`src/rtl/uart_pkg.sv`:
```
// Shared UART definitions used by both the transmitter and the receiver.
//   uart_state_e       : frame FSM encoding (IDLE=0, START=1, DATA=2, STOP=3)
//   UART_TICKS_PER_BIT : b_tick pulses per bit period (16x oversample)
//   UART_DATA_BITS     : payload bits per frame (8N1)
package uart_pkg;

    typedef enum logic [1:0] {
        IDLE  = 2'd0,
        START = 2'd1,
        DATA  = 2'd2,
        STOP  = 2'd3
    } uart_state_e;

    localparam int UART_TICKS_PER_BIT = 16;
    localparam int UART_DATA_BITS     = 8;

endpackage

```
`src/rtl/uart_tx.sv`:
```
// 8N1 UART transmitter paced by the shared 16x-oversample baud tick.
// A one-entry holding register takes the next byte while the current frame
// is on the line, so back-to-back frames leave with no idle gap.
//   clk, reset   : system clock, asynchronous active-high reset
//   b_tick       : one-clk baud tick, TICKS_PER_BIT per bit period
//   i_tx_start   : write strobe for i_tx_data (taken only when o_tx_ready)
//   i_tx_data    : byte to send
//   o_tx         : registered serial line, idle high
//   o_tx_ready   : holding register empty
//   o_tx_busy    : a frame is in progress (FSM not in IDLE)
//   o_tx_done    : one-clk pulse on the edge that ends each stop bit
module uart_tx
    import uart_pkg::*;
#(
    parameter int TICKS_PER_BIT = UART_TICKS_PER_BIT
) (
    input  logic       clk,
    input  logic       reset,
    input  logic       b_tick,
    input  logic       i_tx_start,
    input  logic [7:0] i_tx_data,
    output logic       o_tx,
    output logic       o_tx_ready,
    output logic       o_tx_busy,
    output logic       o_tx_done
);

    localparam int CW = (TICKS_PER_BIT > 1) ? $clog2(TICKS_PER_BIT) : 1;
    localparam logic [CW-1:0] TICK_LAST = CW'(TICKS_PER_BIT - 1);
    localparam logic [2:0]    BIT_LAST  = 3'(UART_DATA_BITS - 1);

    uart_state_e   state_q, state_d;
    logic [CW-1:0] tick_cnt_q, tick_cnt_d;
    logic [2:0]    bit_cnt_q, bit_cnt_d;
    logic [7:0]    shift_q, shift_d;
    logic [7:0]    hold_data_q, hold_data_d;
    logic          hold_valid_q, hold_valid_d;
    logic          tx_q, tx_d;
    logic          done_q, done_d;
    logic          bit_end;

    // Last tick of the current bit period.
    assign bit_end = b_tick && (tick_cnt_q == TICK_LAST);

    always_comb begin
        // NOTE: every signal gets its hold value first so no path leaves it
        // unassigned; that is what keeps this block free of latches.
        state_d      = state_q;
        tick_cnt_d   = tick_cnt_q;
        bit_cnt_d    = bit_cnt_q;
        shift_d      = shift_q;
        hold_data_d  = hold_data_q;
        hold_valid_d = hold_valid_q;
        done_d       = 1'b0;

        // Accept only into an empty holding register. Unloading needs
        // hold_valid_q set, so accept and unload never collide in one cycle.
        if (i_tx_start && !hold_valid_q) begin
            hold_data_d  = i_tx_data;
            hold_valid_d = 1'b1;
        end

        unique case (state_q)
            IDLE: begin
                tick_cnt_d = '0;
                bit_cnt_d  = '0;
                // Frame start is aligned to a tick.
                if (b_tick && hold_valid_q) begin
                    shift_d      = hold_data_q;
                    hold_valid_d = 1'b0;
                    state_d      = START;
                end
            end
            START: begin
                if (bit_end) begin
                    tick_cnt_d = '0;
                    state_d    = DATA;
                end else if (b_tick) begin
                    tick_cnt_d = tick_cnt_q + 1'b1;
                end
            end
            DATA: begin
                if (bit_end) begin
                    tick_cnt_d = '0;
                    shift_d    = {1'b0, shift_q[7:1]};
                    if (bit_cnt_q == BIT_LAST) begin
                        state_d = STOP;
                    end else begin
                        bit_cnt_d = bit_cnt_q + 3'd1;
                    end
                end else if (b_tick) begin
                    tick_cnt_d = tick_cnt_q + 1'b1;
                end
            end
            STOP: begin
                if (bit_end) begin
                    tick_cnt_d = '0;
                    bit_cnt_d  = '0;
                    done_d     = 1'b1;
                    // A waiting byte starts its start bit on this same tick.
                    if (hold_valid_q) begin
                        shift_d      = hold_data_q;
                        hold_valid_d = 1'b0;
                        state_d      = START;
                    end else begin
                        state_d = IDLE;
                    end
                end else if (b_tick) begin
                    tick_cnt_d = tick_cnt_q + 1'b1;
                end
            end
            default: state_d = IDLE;
        endcase

        // Line level follows the state being entered, so o_tx changes on the
        // same edge as the transition.
        tx_d = 1'b1;
        unique case (state_d)
            IDLE:    tx_d = 1'b1;
            START:   tx_d = 1'b0;
            DATA:    tx_d = shift_d[0];
            STOP:    tx_d = 1'b1;
            default: tx_d = 1'b1;
        endcase
    end

    always_ff @(posedge clk or posedge reset) begin
        if (reset) begin
            state_q      <= IDLE;
            tick_cnt_q   <= '0;
            bit_cnt_q    <= '0;
            shift_q      <= '0;
            hold_data_q  <= '0;
            hold_valid_q <= 1'b0;
            tx_q         <= 1'b1;
            done_q       <= 1'b0;
        end else begin
            // NOTE: non-blocking updates make every flop sample the pre-edge
            // values computed above, independent of statement order.
            state_q      <= state_d;
            tick_cnt_q   <= tick_cnt_d;
            bit_cnt_q    <= bit_cnt_d;
            shift_q      <= shift_d;
            hold_data_q  <= hold_data_d;
            hold_valid_q <= hold_valid_d;
            tx_q         <= tx_d;
            done_q       <= done_d;
        end
    end

    assign o_tx       = tx_q;
    assign o_tx_ready = !hold_valid_q;
    assign o_tx_busy  = (state_q != IDLE);
    assign o_tx_done  = done_q;

endmodule

```
`config.mk`:
```
export PLATFORM = sky130hd
export DESIGN_NAME = uart_tx
export DESIGN_NICKNAME = d
export VERILOG_FILES = /design/src/rtl/uart_pkg.sv /design/src/rtl/uart_tx.sv
export SDC_FILE = /design/constraint.sdc
export NUM_CORES = 1
export LEC_CHECK = 0
export ABC_AREA = 1
export CORE_ASPECT_RATIO = 1.25
export CORE_MARGIN = 3
export CORE_UTILIZATION = 50
export CTS_CLUSTER_DIAMETER = 150
export CTS_CLUSTER_SIZE = 28
export DETAILED_ROUTE_END_ITERATION = 10
export PLACE_DENSITY = 0.74
export SLEW_MARGIN = 40
export SYNTH_ARGS = -nofsm -noshare
export SYNTH_HDL_FRONTEND = slang
export SYNTH_SLANG_ARGS = --single-unit
```
`constraint.sdc`:
```
create_clock -name clk -period 1.85 [get_ports clk]
set_clock_uncertainty 0.05 [all_clocks]
set_input_delay 0.37 -clock clk [delete_from_list [all_inputs] [get_ports clk]]
set_output_delay 0.37 -clock clk [all_outputs]
set_load 0.01 [all_outputs]
```
=== Word level (Yosys, flattened, before mapping) ===
Cells that the tools add are included.

* Register bits after elaboration: 28
* Input port bits: 12
* Output and inout bits: 4
* Word-level logic and storage cells: 64

* Add/sub/neg operators: 2
* Equality and inequality tests: 14
* Mux-type cells: 27
* Reductions and logical operators: 12

{| class="wikitable"
|+ Operator list
! operator !! count
|-
| 8-bit 2-to-1 mux || 4
|-
| 8-bit case mux with 3 select lines || 1
|-
| 2-bit 2-to-1 mux || 5
|-
| 2-bit != test, second input constant || 5
|-
| 3-bit 2-to-1 mux || 3
|-
| 3-bit case mux with 3 select lines || 1
|-
| 2-bit == test, second input constant || 4
|-
| 4-bit 2-to-1 mux || 2
|-
| 2-bit case mux with 4 select lines || 1
|-
| 4-bit case mux with 2 select lines || 1
|-
| 1-bit 2-to-1 mux || 7
|-
| 5-bit AND reduction || 1
|-
| 4-bit by 1-bit adder with 4-bit output, second input constant || 1
|-
| 2-bit by 1-bit == test with 1-bit output, second input constant || 2
|-
| 4-bit == test, second input constant || 1
|-
| 2-bit zero test || 2
|-
| 4-bit AND reduction || 1
|-
| 3-bit by 1-bit adder with 3-bit output, second input constant || 1
|-
| 3-bit == test, second input constant || 1
|-
| 1-bit logical AND || 3
|-
| 3-bit by 1-bit != test with 1-bit output, second input constant || 1
|-
| 1-bit case mux with 3 select lines || 1
|-
| 3-bit nonzero test || 1
|-
| 3-bit OR reduction || 1
|-
| other kinds (4) || 4
|}

=== Depth between registers and ports, before layout ===
* Depth after elaboration: 7
* Depth in mapped cells: 11

=== Worst setup path after synthesis ===
OpenSTA, ideal clock, no wires.

* Path kind: reg2reg
* From: register tick_cnt_q[0]
* To: register tx_q, in the netlist o_tx
* Setup time: 0.068 ns
* Arrival time: 1.608 ns
* Data required time: 1.732 ns
* Setup slack: 0.124 ns
* Stages on the path, launching flop included: 11
* Path buffers: 0
* Path through: dfrtp_1 > ha_1 > nand3_1 > nor2_2 > o21ai_0 > nand3_1 > nand2_1 > o21ai_0 > ha_1 > inv_1 > a21oi_2

* Longest elaborated chain between the ends: 7
* Elaborated cells between the ends (all ways): 15
* Those cells by class: eq/ne: 4; mux: 8; reduce/logical: 3

{| class="wikitable"
|+ Ends and longest elaborated chain
! element !! line !! source
|-
| from (decl) || uart_tx.sv:33 || <nowiki>logic [CW-1:0] tick_cnt_q, tick_cnt_d;</nowiki>
|-
| from (signal assigned) || uart_tx.sv:141 || <nowiki>tick_cnt_q <= tick_cnt_d;</nowiki>
|-
| 4-bit == test (*) || uart_tx.sv:43 || <nowiki>assign bit_end = b_tick && (tick_cnt_q == TICK_LAST);</nowiki>
|-
| 1-bit logical AND (*) || uart_tx.sv:43 ||
|-
| 2-bit 2-to-1 mux, on equally long branches || uart_tx.sv:96, uart_tx.sv:83, uart_tx.sv:75 ||
|-
| 2-bit case mux with 4 select lines (*) || uart_tx.sv:63 || <nowiki>unique case (state_q)</nowiki>
|-
| named net state_d[1] || uart_tx.sv:32 || <nowiki>uart_state_e state_q, state_d;</nowiki>
|-
| 2-bit == test or 2-bit zero test (tied branches) || uart_tx.sv:118 || <nowiki>unique case (state_d)</nowiki>
|-
| 2-bit OR reduction (no line) || n/a ||
|-
| 1-bit case mux with 3 select lines (*) || uart_tx.sv:118 ||
|-
| named net tx_d || uart_tx.sv:38 || <nowiki>logic tx_q, tx_d;</nowiki>
|-
| to (signal assigned) || uart_tx.sv:146 || <nowiki>tx_q <= tx_d;</nowiki>
|-
| to (decl) || uart_tx.sv:38 ||
|}

Mark *: on every way through the listed nets, which the timed path passes. The rest lies on a longest branch. The select of a mux whose other input is x is not followed.
A chain may end at the register's enable or synchronous reset.

=== Final worst setup path ===
* From: register state_q[0]
* To: register tx_q, in the netlist o_tx

* Elaborated cells between the ends (all ways): 17
* Those cells by class: eq/ne: 6; mux: 8; reduce/logical: 3

{| class="wikitable"
|+ RTL lines
! element !! line !! source
|-
| from (decl) || uart_tx.sv:32 ||
|-
| from (signal assigned) || uart_tx.sv:140 || <nowiki>state_q <= state_d;</nowiki>
|-
| 2-bit == test or 2-bit zero test (tied branches) || uart_tx.sv:63 ||
|-
| 8-bit case mux with 3 select lines (*) || uart_tx.sv:63 ||
|-
| named net shift_d[0] || uart_tx.sv:35 || <nowiki>logic [7:0] shift_q, shift_d;</nowiki>
|-
| 1-bit case mux with 3 select lines (*) || uart_tx.sv:118 ||
|-
| named net tx_d || uart_tx.sv:38 ||
|}

Mark *: on every way through the listed nets, which the timed path passes. The rest lies on a longest branch.

==> summary.txt <==
Yosys
  – Synth Net Count: 193
  – Distinct cells, synth: 28
  – Top FF cell, synth: dfrtp_1
  – Syn Inst Count: 172
  – EDFF count, synth: 0
  – Synth warn: 0
  – Async SR Flop Fraction: 100%
  – Post-synthesis register bit count: 28
  – Syn Area/Cell: 9.00 sq um
  – Area of the mapped netlist: 1550 sq um
  – Register area share after synthesis: 45.4%

Timing
  – Slew headroom: 76.1%
  – Final setup fails: 0
  – Tcrit/Tclk final: 96.5%
  – Max-slew violations: 0
  – Worst-margin pin slew: 0.358 ns
  – TNS Setup: 0 ns
  – Fin crit period: 1.79 ns
  – Final hold vios: 0
  – Worst Slack Setup Final: 0.0649 ns
  – Unrepaired setup endpoints after global routing: true
  – FMAX: 560 MHz

Floorplan
  – Starting Density: 55.1%
  – Core area: 2810 sq um
  – Die ar.: 3800 sq um
  – Cell Rows: 21
  – Ports: 16
  – Die width: 55.8 um
  – Chip height: 68.2 um

Critical path
  – Worst path cell trace: buf_4 -> ha_1 -> buf_4 -> inv_2 -> nand3_2 -> nor2_1 -> nor2_1 -> nand2_1 -> inv_1 -> nand2_2 -> nand2_1 -> a21oi_2
  – FF-to-FF Start: state_q[0]
  – Reg2Reg Depth: 12
  – CP required: 2.09 ns
  – Crit path largest cell delay: 0.43 ns
  – Slowest stage cell, crit path: dfrtp_1
  – Startpoint types: register
  – Critical path type: reg -> reg
  – CP arrival: 2.03 ns
  – Worst r2r dst: o_tx
  – Worst reg2reg setup slack: 0.06 ns
  – Crit path max-delay family: simple AND/OR/NAND/NOR gates
  – Stages on worst setup path: 12
  – Crit. End Element: register
  – CP bufs+invs: 4
  – CP Max Fanout: 4

Route
  – Drt pass-1 iters: 4
  – DRT antenna net count: 0
  – DR vias/cell: 5.51
  – Vias: 1334
  – Initial DRC count: 67
  – Remaining DRCs: 0
  – Wl on met1: 1.45 mm
  – Wire per inst: 14.8 um
  – Drt total wl: 3.59 mm
  – Uppermost routed layer: met4
  – Met3 Wirelength: 161 um
  – Routed met2 length: 1.92 mm

Global routing
  – Vias in the first global route: 1330
  – Initial antenna violation count: 0
  – GR Util All Layers: 19.7%
  – Pin count of the biggest net entering global routing: 29
  – Global-route wire length before repair: 5.76 mm
  – GR Overflow Total: 0

Layout
  – N_diodes: 0
  – Layout area overhead: 28.7%
  – Layout cells sized above 1: 28.8%
  – Final net count: 230
  – Fillers: 206

Power and ir drop
  – VDD IR max: 0.00110 V
  – Leakage: 0.958 nW
  – PwrDens: 1250 nW/um^2

CTS
  – Max clock buf depth: 2
  – CTS root buffer: clkbuf_4
  – # hold bufs at CTS: 0
  – Clock sinks: 28
  – Clock Pin Slew Worst Setup and Hold Paths: 0.16 ns
  – H-tree depth reported by CTS: 1
  – Clk_lat worst skew: 0.35 ns
  – TritonCTS Buffers: 3
  – CTS tree: done

Placement
  – IO buf count: 15
  – RePlAce Congestion: 0.870
  – Dpl hpwl: 2.44 mm
  – Dpl ws: -0.296 ns

Run
  – Max-cap violations: 0

Worst hold path
  – Hold Path Class: in -> async

Outcome
  – Status: finished, final reports clean
-- layout make-up --
class | count | area (sq um) | share of cell area [%]
clock buffers | 3 | 22.5 | 1.13
multi-input cells | 115 | 796 | 39.9
clock inverters | 1 | 30.0 | 1.51
repair buffers | 34 | 297 | 14.9
well taps | 34 | 42.5 | 2.14
inverters | 27 | 101 | 5.09
flip-flops and latches | 28 | 703 | 35.3
-- power by group --
part           switching (mW)  internal, mW  leakage (nW)
registers               0.115         0.799         0.359
clock network           0.198         0.220        0.0279
logic                   0.645         0.518         0.571
total                   0.957          1.54         0.958
-- synthesized netlist by cell type (all sizes together) (2+ instances only) --
library cell,n,area [sq um]
o22ai,2,12.5
a21oi,7,50.1
nand3,17,85.1
inv,27,101
nand2,32,135
mux2,7,78.8
nor2,12,47.6
ha,9,113
buf,2,18.8
dfrtp,27,676
o21ai,22,114
-- metal layers --
metal	track usage [%]	vias to the layer above
met3	2.26	8
li1	-	642
met4	10.9	0
met2	35.8	43
met1	22.8	641
met5	0	-
-- cell usage in the layout (no fill, tap or decap), types with 2 or more instances in the layout --
| master | instances |
|---|---|
| a21oi_1 | 4 |
| a21oi_2 | 2 |
| buf_4 | 18 |
| clkbuf_4 | 3 |
| clkdlybuf4s50_1 | 12 |
| dfrtp_1 | 26 |
| dlygate4sd2_1 | 2 |
| ha_1 | 4 |
| ha_4 | 4 |
| inv_1 | 20 |
| inv_2 | 7 |
| mux2_2 | 7 |
| nand2_1 | 26 |
| nand2_2 | 5 |
| nand3_1 | 16 |
| nor2_1 | 11 |
| o21ai_0 | 13 |
| o21ai_1 | 7 |
| o21ai_2 | 2 |
| o22ai_1 | 2 |
-- sequential cells by signal, indices dropped and copies added (netlist names) --
name          count
bit_cnt_q         3
o_tx              1
tick_cnt_q        4
shift_q           8
o_tx_done         1
hold_valid_q      1
hold_data_q       8
state_q           2
-- worst max-delay path by stage --
stage	from	endpoint	slack [ns]
global placement	b_tick	o_tx	-0.16
CTS	o_tx	o_tx	0.003
finish	state_q[0]	o_tx	0.06
floorplan	tick_cnt_q[0]	o_tx	0.12
global route	tick_cnt_q[1]	o_tx	-0.06
detailed placement	b_tick	o_tx	-0.30
-- worst min-delay path, delay by kind of cell --
| family | cells | cell delay (ns) |
|---|---|---|
| buffers and inverters | 3 | 0.77 |
-- through the flow --
step / hold slack [ns] / power, mW / util [%] / cells / area (sq um)
4_1_cts: 0.329 / 2.38 / 67.6 / 240 / 1900
6_report: 0.312 / 2.49 / 70.9 / 242 / 1990
3_3_place_gp: 0.420 / 1.88 / 65.0 / 233 / 1830
2_1_floorplan: 0.385 / 1.58 / - / 172 / 1550
3_5_place_dp: 0.444 / 1.94 / 65.0 / 233 / 1830
5_1_grt: 0.377 / 2.67 / 70.9 / 242 / 1990
-- cell families (layout without fill, tap and decap cells) --
kind of cell	count (synthesis)	after routing	synth area share, %
buf+inv	29	65	7.76
compound gates	34	34	13.7
xor+xnor	1	1	0.566
simple gates	64	64	20.2
fa+ha+maj	9	9	7.28
flops	28	28	45.4
mux	7	7	5.09
-- timing repair --
action	CTS	global route
pin swaps	0	8
endpoints found under the hold margin	0	0
setup buffers	3	2
gates resized for setup	4	21
endpoints found under the setup margin	3	12
No activity file was read; power rests on OpenSTA's default activity.
